--- src/rtl/spi_master_3wire_param.sv ---
// Half-duplex 3-wire SPI master: write phase, optional turnaround and read phase on one shared
// data line, with programmable SCLK divider, clock polarity and chip-select count.
module spi_master_3wire_param #(
    parameter int unsigned DATA_W   = 16,
    parameter int unsigned CLK_DIV  = 4,
    parameter int unsigned NUM_CS   = 4,
    parameter int unsigned CS_IDX_W = 2,
    parameter bit          CPOL     = 1'b0,
    parameter int unsigned TURN_CYC = 1
) (
    input  logic                clk,
    input  logic                rst,
    input  logic                start,
    input  logic                rd,
    input  logic [CS_IDX_W-1:0] cs_sel,
    input  logic [DATA_W-1:0]   tx_data,
    output logic                busy,
    output logic [DATA_W-1:0]   rx_data,
    output logic                rx_valid,
    output logic                spi_clk,
    output logic [NUM_CS-1:0]   spi_cs_n,
    output logic                spi_io_o,
    output logic                spi_io_oe,
    input  logic                spi_io_i
);
    localparam int unsigned DIV_W  = $clog2(CLK_DIV + 1);
    localparam int unsigned HALF_W = $clog2(2 * DATA_W + 2 * TURN_CYC + 1);
    localparam int unsigned CSW1   = CS_IDX_W + 1;

    localparam logic [DIV_W-1:0]  DIV_LAST  = DIV_W'(CLK_DIV - 1);
    localparam logic [HALF_W-1:0] DATA_LAST = HALF_W'(2 * DATA_W - 1);
    localparam logic [HALF_W-1:0] TURN_LAST = HALF_W'(2 * TURN_CYC - 1);
    localparam logic [CSW1-1:0]   NUM_CS_W  = CSW1'(NUM_CS);

    typedef enum logic [2:0] {StIdle, StSetup, StTx, StTurn, StRx, StHold} state_e;

    state_e              state_q, state_d;
    logic [DIV_W-1:0]    div_q;
    logic [HALF_W-1:0]   half_q, half_last;
    logic                tick, phase_done, accept;
    logic [DATA_W-1:0]   tx_sh_q, rx_sh_q, rx_data_q;
    logic                rd_q, sclk_q, rx_valid_q;
    logic [NUM_CS-1:0]   cs_n_q, cs_onehot;

    always_comb begin
        cs_onehot = '0;
        for (int i = 0; i < int'(NUM_CS); i++) begin
            cs_onehot[i] = (cs_sel == CS_IDX_W'(i));
        end
    end

    // Each phase lasts a whole number of half-periods; half_last is the final half-period index.
    always_comb begin
        half_last = '0;
        case (state_q)
            StTx, StRx: half_last = DATA_LAST;
            StTurn:     half_last = TURN_LAST;
            default:    half_last = '0;
        endcase
    end

    assign tick       = (state_q != StIdle) && (div_q == DIV_LAST);
    assign phase_done = tick && (half_q == half_last);
    assign accept     = (state_q == StIdle) && start && ({1'b0, cs_sel} < NUM_CS_W);

    always_ff @(posedge clk or posedge rst) begin
        if (rst) begin
            state_q <= StIdle;
        end else begin
            state_q <= state_d;
        end
    end

    always_comb begin
        state_d = state_q;
        case (state_q)
            StIdle:  if (accept)     state_d = StSetup;
            StSetup: if (phase_done) state_d = StTx;
            StTx:    if (phase_done) state_d = rd_q ? StTurn : StHold;
            StTurn:  if (phase_done) state_d = StRx;
            StRx:    if (phase_done) state_d = StHold;
            StHold:  if (phase_done) state_d = StIdle;
            default: state_d = StIdle;
        endcase
    end

    always_comb begin
        busy      = (state_q != StIdle);
        spi_io_oe = (state_q == StSetup) || (state_q == StTx);
        spi_io_o  = tx_sh_q[DATA_W-1];
        spi_clk   = sclk_q;
        spi_cs_n  = cs_n_q;
        rx_data   = rx_data_q;
        rx_valid  = rx_valid_q;
    end

    always_ff @(posedge clk or posedge rst) begin
        if (rst) begin
            div_q      <= '0;
            half_q     <= '0;
            tx_sh_q    <= '0;
            rx_sh_q    <= '0;
            rx_data_q  <= '0;
            rx_valid_q <= 1'b0;
            rd_q       <= 1'b0;
            sclk_q     <= CPOL;
            cs_n_q     <= '1;
        end else begin
            rx_valid_q <= 1'b0;
            div_q      <= (state_q == StIdle || tick) ? '0 : div_q + DIV_W'(1);
            if (state_q != state_d) begin
                half_q <= '0;
            end else if (tick) begin
                half_q <= half_q + HALF_W'(1);
            end
            if (accept) begin
                tx_sh_q <= tx_data;
                rd_q    <= rd;
                cs_n_q  <= ~cs_onehot;
            end
            if (tick && (state_q == StTx || state_q == StRx)) begin
                sclk_q <= ~sclk_q;
            end
            // Odd half-period ends on a trailing edge (launch), even on a leading edge (sample).
            if (tick && state_q == StTx && half_q[0]) begin
                tx_sh_q <= {tx_sh_q[DATA_W-2:0], 1'b0};
            end
            if (tick && state_q == StRx && !half_q[0]) begin
                rx_sh_q <= {rx_sh_q[DATA_W-2:0], spi_io_i};
            end
            if (state_q == StHold && phase_done) begin
                cs_n_q <= '1;
                if (rd_q) begin
                    rx_data_q  <= rx_sh_q;
                    rx_valid_q <= 1'b1;
                end
            end
        end
    end

endmodule

--- config.mk ---
export PLATFORM = sky130hd
export DESIGN_NAME = spi_master_3wire_param
export DESIGN_NICKNAME = d
export VERILOG_FILES = /design/src/rtl/spi_master_3wire_param.sv
export SDC_FILE = /design/constraint.sdc
export NUM_CORES = 1
export LEC_CHECK = 0
export ABC_CLOCK_PERIOD_IN_PS = 3200
export BUFFER_PORTS_ARGS = -buffer_cell sky130_fd_sc_hd__buf_2
export CAP_MARGIN = 10
export CORE_ASPECT_RATIO = 0.9
export CORE_MARGIN = 2
export CORE_UTILIZATION = 56
export DETAILED_ROUTE_END_ITERATION = 8
export HOLD_SLACK_MARGIN = 0.05
export PLACE_DENSITY = 0.86
export SLEW_MARGIN = 20
export SYNTH_ARGS = -nofsm -noshare
export SYNTH_HDL_FRONTEND = slang
export SYNTH_SLANG_ARGS = --single-unit
--- constraint.sdc ---
create_clock -name clk -period 3.2 [get_ports clk]
set_clock_uncertainty 0.05 [all_clocks]
set_input_delay 0.64 -clock clk [delete_from_list [all_inputs] [get_ports clk]]
set_output_delay 0.64 -clock clk [all_outputs]
set_load 0.005 [all_outputs]
==> results of run 1 <==
worst max-delay path: stages (launching register included):
cell,delay [ns]
dfrtp_1,0.36
ha_1,0.15
ha_1,0.32
o31a_1,0.34
nand4b_1,0.29
nor3_2,0.36
nand4_4,0.38
mux2_4,0.43
cell type report:
cell class              instances  area [um^2]
inverters                       5         18.8
repair buffers                 53          293
clock buffers                   9          124
well taps                      67         83.8
fillers                       376         1720
multi-input cells             168         1260
flip-flops and latches         67         1680
clock inverters                 7         45.0
registers in the layout (all words and copies together) (netlist names):
name,count
tx_sh_q,16
state_q,3
rd_q,1
spi_clk,1
spi_cs_n,4
rx_sh_q,16
half_q,6
div_q,3
rx_data,16
rx_valid,1
metal layers:
metal	share of wire (%)	vias up	wire, um
met3	6.7	4	381
met4	1.1	0	64
met5	0	-	0
met2	52	69	2930
li1	-	1000	-
met1	41	1029	2310
Yosys cell counts (all sizes together), types with 2 or more instances:
cell    count
dfrtp      63
nand2      40
mux2       33
a22oi      15
nor2       12
buf         9
nor3        9
a21oi       5
inv         5
xnor2       5
clkbuf      4
dfstp       4
o21ai       4
ha          3
nand2b      3
nand3       3
nand4       3
xor2        3
and4        2
mux2i       2
nand3b      2
nand4b      2
nor4        2
o22ai       2
per-stage QoR:
| step | util [%] | hold slack, ns |
|---|---|---|
| after floorplan | - | 0.365 |
| after global placement | 63.9 | 0.373 |
| after detailed placement | 63.9 | 0.393 |
| after CTS | 67.1 | 0.301 |
| after global routing | 67.1 | 0.321 |
| final | 67.1 | 0.299 |
report_power, final:
group / internal, uW / total, uW / switching, uW
Sequential: 1040 / 1210 / 168
Combinational: 325 / 717 / 392
Clock: 277 / 599 / 322
Total: 1650 / 2530 / 881
worst max path at each step:
stage / startpoint / to
after floorplan: rst / div_q[0]
after global placement: div_q[0] / rx_data[5]
after detailed placement: div_q[0] / rx_data[4]
after CTS: div_q[0] / rx_data[1]
after global routing: div_q[0] / rx_data[7]
final: div_q[0] / rx_data[1]
logic make-up (layout without fill, tap and decap cells):
| logic type | count (synthesis) | in the layout | synth area share (%) |
|---|---|---|---|
| AOI/OAI and AO/OA | 36 | 36 | 8.73 |
| DFF | 67 | 67 | 55.9 |
| adders and majority gates | 3 | 3 | 1.25 |
| muxes | 35 | 35 | 14.3 |
| xor gates and xnor gates | 8 | 8 | 2.33 |
| buffers and inverters | 18 | 74 | 2.78 |
| and+or+nand+nor | 86 | 86 | 14.8 |
==> reports/results.ini, run 1 <==
[final_layout]
final_cell_mix = 63 x dfrtp_1, 47 x buf_2, 40 x nand2_1
diodes = 0
nNetsFinal = 330
layout_commonest_cell = dfrtp_1
finalNonFillerCells = 376
syn_to_final_growth_pct = 16.4
drive_gt1_share_pct = 37.5
postLayoutCellArea_mm2 = 0.00350

[floorplanning]
dieArea_mm2 = 0.00598
die-width_um = 81.3
row_count = 25
boundaryPins = 48
fp.dieH_um = 73.6
core_area_mm2 = 0.00522
start_util_pct = 57.6

[route]
drt-total-wl_mm = 5.69
initialDrtViolationCount = 198
firstDrtPassIters = 4
vias = 2102
avgRoutedWirePerCell_um = 15.1
avgViaCountPerCell = 5.59
ant_nets = 0
drc = 0

[power_and_ir_drop]
p_per_area_mw_per_mm2 = 721
leakage_uw = 0.00178
power_uw = 2530
peakVddDrop_uv = 467

[logic_synthesis]
ys_seq_area_share_pct = 55.9
ys_top_cells_by_area = dfrtp_1 52%, mux2_2 8.6%, mux2_4 5.0%
post-synth-top-area-fraction_pct = 52.4
synthCells = 253
ys_warn_count = 0
synth_edf_count = 0
synth_fp_nets = 279
ys.flop_type = dfrtp_1
avgSynthCellArea_um2 = 11.9
yosysTopAreaCell = dfrtp_1
synth_area_mm2 = 0.00301
synth_seq_cells = 67
synth_cell_types = 48
synth-async-reset-ratio_pct = 100

[timing]
drv_slew = 0
fin_crit_ns = 2.79
timing.slew.headroom_pct = 55.8
rsz0062_at_grt = false
fmax_mhz = 358
finalCritPeriodShare_pct = 87.3
tightest_slew_ns = 0.660
setup_slack_ns = 0.405
setup_tns_ns = 0
setup_viol = 0
hold_viol_final = 0

[placed_design]
hpwl_mm = 3.84
dpl.cell_count = 360
gp_congestion = 0.904
place_area_mm2 = 0.00334
dp_worst_setup_slack_ns = 0.427
io_buffers = 47

[clock_network]
path_clk_slew_ns = 0.08
cts_tree = yes
clk_path_buf_depth = 2
cts_setup_buffers = 0
clk_latency_ns = 0.35
hold_buffers = 0
cts.sinks = 67
clockRootBuffer = clkbuf_8
post_cts_resized = 0
cts_max_level = 3
cts-buffers-inserted = 9

[critical_path]
r2r_slack_ns = 0.41
crit_required_ns = 3.38
start_kind = flip-flop
reg2reg_to = rx_data[1]
crit_path_end_kind = flip-flop
r2r_start = div_q[0]
arrival_ns = 2.97
crit_type = flip-flop to flip-flop
worstRegToRegCells = 7
cp_max_fo = 16

[global_route]
grt_use_met1_pct = 25.3
grt_max_degree = 68
grt-ovfl-total = 0
antenna_found_initial = 0
busiest_layer = met2
grt_pass1_vias = 2000
grt_pass1_wl_mm = 9.32
grt.met3_usage_pct = 10.2
grtUsageMet2_pct = 33.8
gr-usage-all-layers_pct = 21.3

[hold_path]
hold_path_class = input port to async pin

[run]
maxCapViolations = 0

[status]
status = completed

No activity file was read; power rests on OpenSTA's default activity.
==> run 2, diff against run 1 <==
--- a/config.mk
+++ b/config.mk
@@ -10,10 +10,11 @@
 export CAP_MARGIN = 10
 export CORE_ASPECT_RATIO = 0.9
 export CORE_MARGIN = 2
-export CORE_UTILIZATION = 56
+export CORE_UTILIZATION = 58
+export CTS_BUF_LIST = sky130_fd_sc_hd__clkbuf_4
 export DETAILED_ROUTE_END_ITERATION = 8
 export HOLD_SLACK_MARGIN = 0.05
-export PLACE_DENSITY = 0.86
+export PLACE_DENSITY = 0.88
 export SLEW_MARGIN = 20
 export SYNTH_ARGS = -nofsm -noshare
 export SYNTH_HDL_FRONTEND = slang
==> run 2 against run 1 <==
Effect of this change:
- register-to-register slack better by 0.06 ns
- hold slack worse by 0.055 ns
- sequential power barely moved
- clock power decreased by 22%
- via count is the same
- global-route usage decreased by 0.30 points
- sequential share of layout area rose by 1.1 points
- largest cell class unchanged
- die area is 3.3% lower
- cell area decreased by 2.2%
- highest routed layer unchanged
==> reports/results.ini, run 2 (synthesized netlist as in run 1, its figures left out) <==
[floorplanning]
start_util_pct = 61.1
boundaryPins = 48
fp.dieH_um = 72.3
core_area_mm2 = 0.00492
die-width_um = 79.9
row_count = 24
dieArea_mm2 = 0.00578

[critical_path]
critPathMaxStageDelay_ns = 0.41
crit_type = flip-flop to flip-flop
worstRegToRegCells = 7
cp_max_fo = 16
crit_path_end_kind = flip-flop
crit_path_frequent_cell = ha_1
crit_chain = ha_1 -> ha_1 -> o31a_1 -> nand4b_1 -> nor3_2 -> nand4_4 -> mux2_4
start_kind = flip-flop
reg2reg_to = rx_data[5]
crit_required_ns = 3.43
crit_end = rx_data[5]
crit_buf_inv = 0
arrival_ns = 2.97
crit_slowest_cell = mux2_4
startpoint = div_q[0]
cp.depth = 7
r2r_start = div_q[0]
path_delay_family = simple AND/OR/NAND/NOR gates
r2r_slack_ns = 0.46

[status]
status = completed

[power_and_ir_drop]
leakage_uw = 0.00175
power_frac_seq_pct = 50.3
internal_power_uw = 1560
p_per_area_mw_per_mm2 = 693
power_frac_clock_pct = 19.7
p_switching_uw = 819
combinationalPowerShare_pct = 30.0
peakVddDrop_uv = 325
switching_share_pct = 34.5

[clock_network]
cts_max_level = 3
clockRootBuffer = clkbuf_4
path_clk_slew_ns = 0.10
cts-buffers-inserted = 9
post_cts_resized = 0
cts.sinks = 67
hold_buffers = 0
cts_setup_buffers = 0
cts_tree = yes
clk_path_buf_depth = 2
clk_latency_ns = 0.40

[global_route]
grt_pass1_wl_mm = 9.27
grt_pass1_vias = 2057
grt_max_degree = 43
antenna_found_initial = 0
grt-ovfl-total = 0
gr-usage-all-layers_pct = 20.9

[timing]
setup_tns_ns = 0
setup_viol = 0
hold_viol_final = 0
fin_crit_ns = 2.74
rsz0062_at_grt = false
fmax_mhz = 365
timing.slew.headroom_pct = 39.2
finalCritPeriodShare_pct = 85.5
tightest_slew_ns = 0.909
drv_slew = 0

[route]
avgViaCountPerCell = 5.61
vias = 2102
drc = 0
firstDrtPassIters = 5
ant_nets = 0
avgRoutedWirePerCell_um = 15.0
initialDrtViolationCount = 228
drt-total-wl_mm = 5.61

[final_layout]
layout_commonest_cell = dfrtp_1
nNetsFinal = 331
drive_gt1_share_pct = 37.1
post-route-util_pct = 69.6
syn_to_final_growth_pct = 13.9
diodes = 0
final_cell_mix = 63 x dfrtp_1, 47 x buf_2, 40 x nand2_1
nFillCells = 366
multi_input_area_mm2 = 0.00124
seqCellArea_mm2 = 0.00168

[hold_path]
hold_path_class = input port to async pin

[placed_design]
gp_congestion = 0.885
io_buffers = 47
hpwl_mm = 3.89

[run]
maxCapViolations = 0

run 2: metrics by stage:
step	setup slack (ns)	std cells	power, uW	hold WS, ns	instance area (um^2)
after global routing	0.259	375	2550	0.240	3430
after CTS	0.443	375	2400	0.222	3430
after floorplan	0.833	253	1730	0.365	3010
final	0.463	375	2380	0.244	3430
after global placement	0.607	359	1890	0.372	3310
after detailed placement	0.471	359	1920	0.390	3310
run 2: power groups by stage:
stage	sequential, uW	combinational (uW)	clock, uW
2_1_floorplan	1160	575	0
3_3_place_gp	1200	691	0
3_5_place_dp	1210	711	0
4_1_cts	1190	716	486
5_1_grt	1220	811	519
6_report	1200	713	467
run 2: how the worst min path moves through the flow:
| stage | startpoint | end | cells past startpoint |
|---|---|---|---|
| 5_1_grt | rst | rx_sh_q[10] | 3 |
| 6_report | rst | rx_sh_q[9] | 3 |
| 3_3_place_gp | div_q[0] | div_q[0] | 1 |
| 3_5_place_dp | div_q[0] | div_q[0] | 1 |
| 2_1_floorplan | div_q[0] | div_q[0] | 1 |
| 4_1_cts | rst | rx_sh_q[10] | 3 |
run 2: worst register-to-register path: stages, from the launching register on:
cell and delay [ns]:
dfrtp_1 0.36, ha_1 0.15, ha_1 0.29, o31a_1 0.33, nand4b_1 0.30, nor3_2 0.35
nand4_4 0.38, mux2_4 0.42
run 2: per-layer routing:
metal	vias up	global-route usage [%]	wire length [um]
met5	-	0	0
met3	4	7.84	378
met1	1015	27.9	2490
met2	77	32.3	2700
li1	1006	-	-
met4	0	6.59	43
run 2: area by class of cell:
type | count | area share [%]
Tap cell | 65 | 2.37
Clock inverter | 3 | 0.474
Timing Repair Buffer | 54 | 8.39
Inverter | 5 | 0.547
Clock buffer | 13 | 2.85
Multi-Input combinational cell | 168 | 36.3
Sequential cell | 67 | 49.1
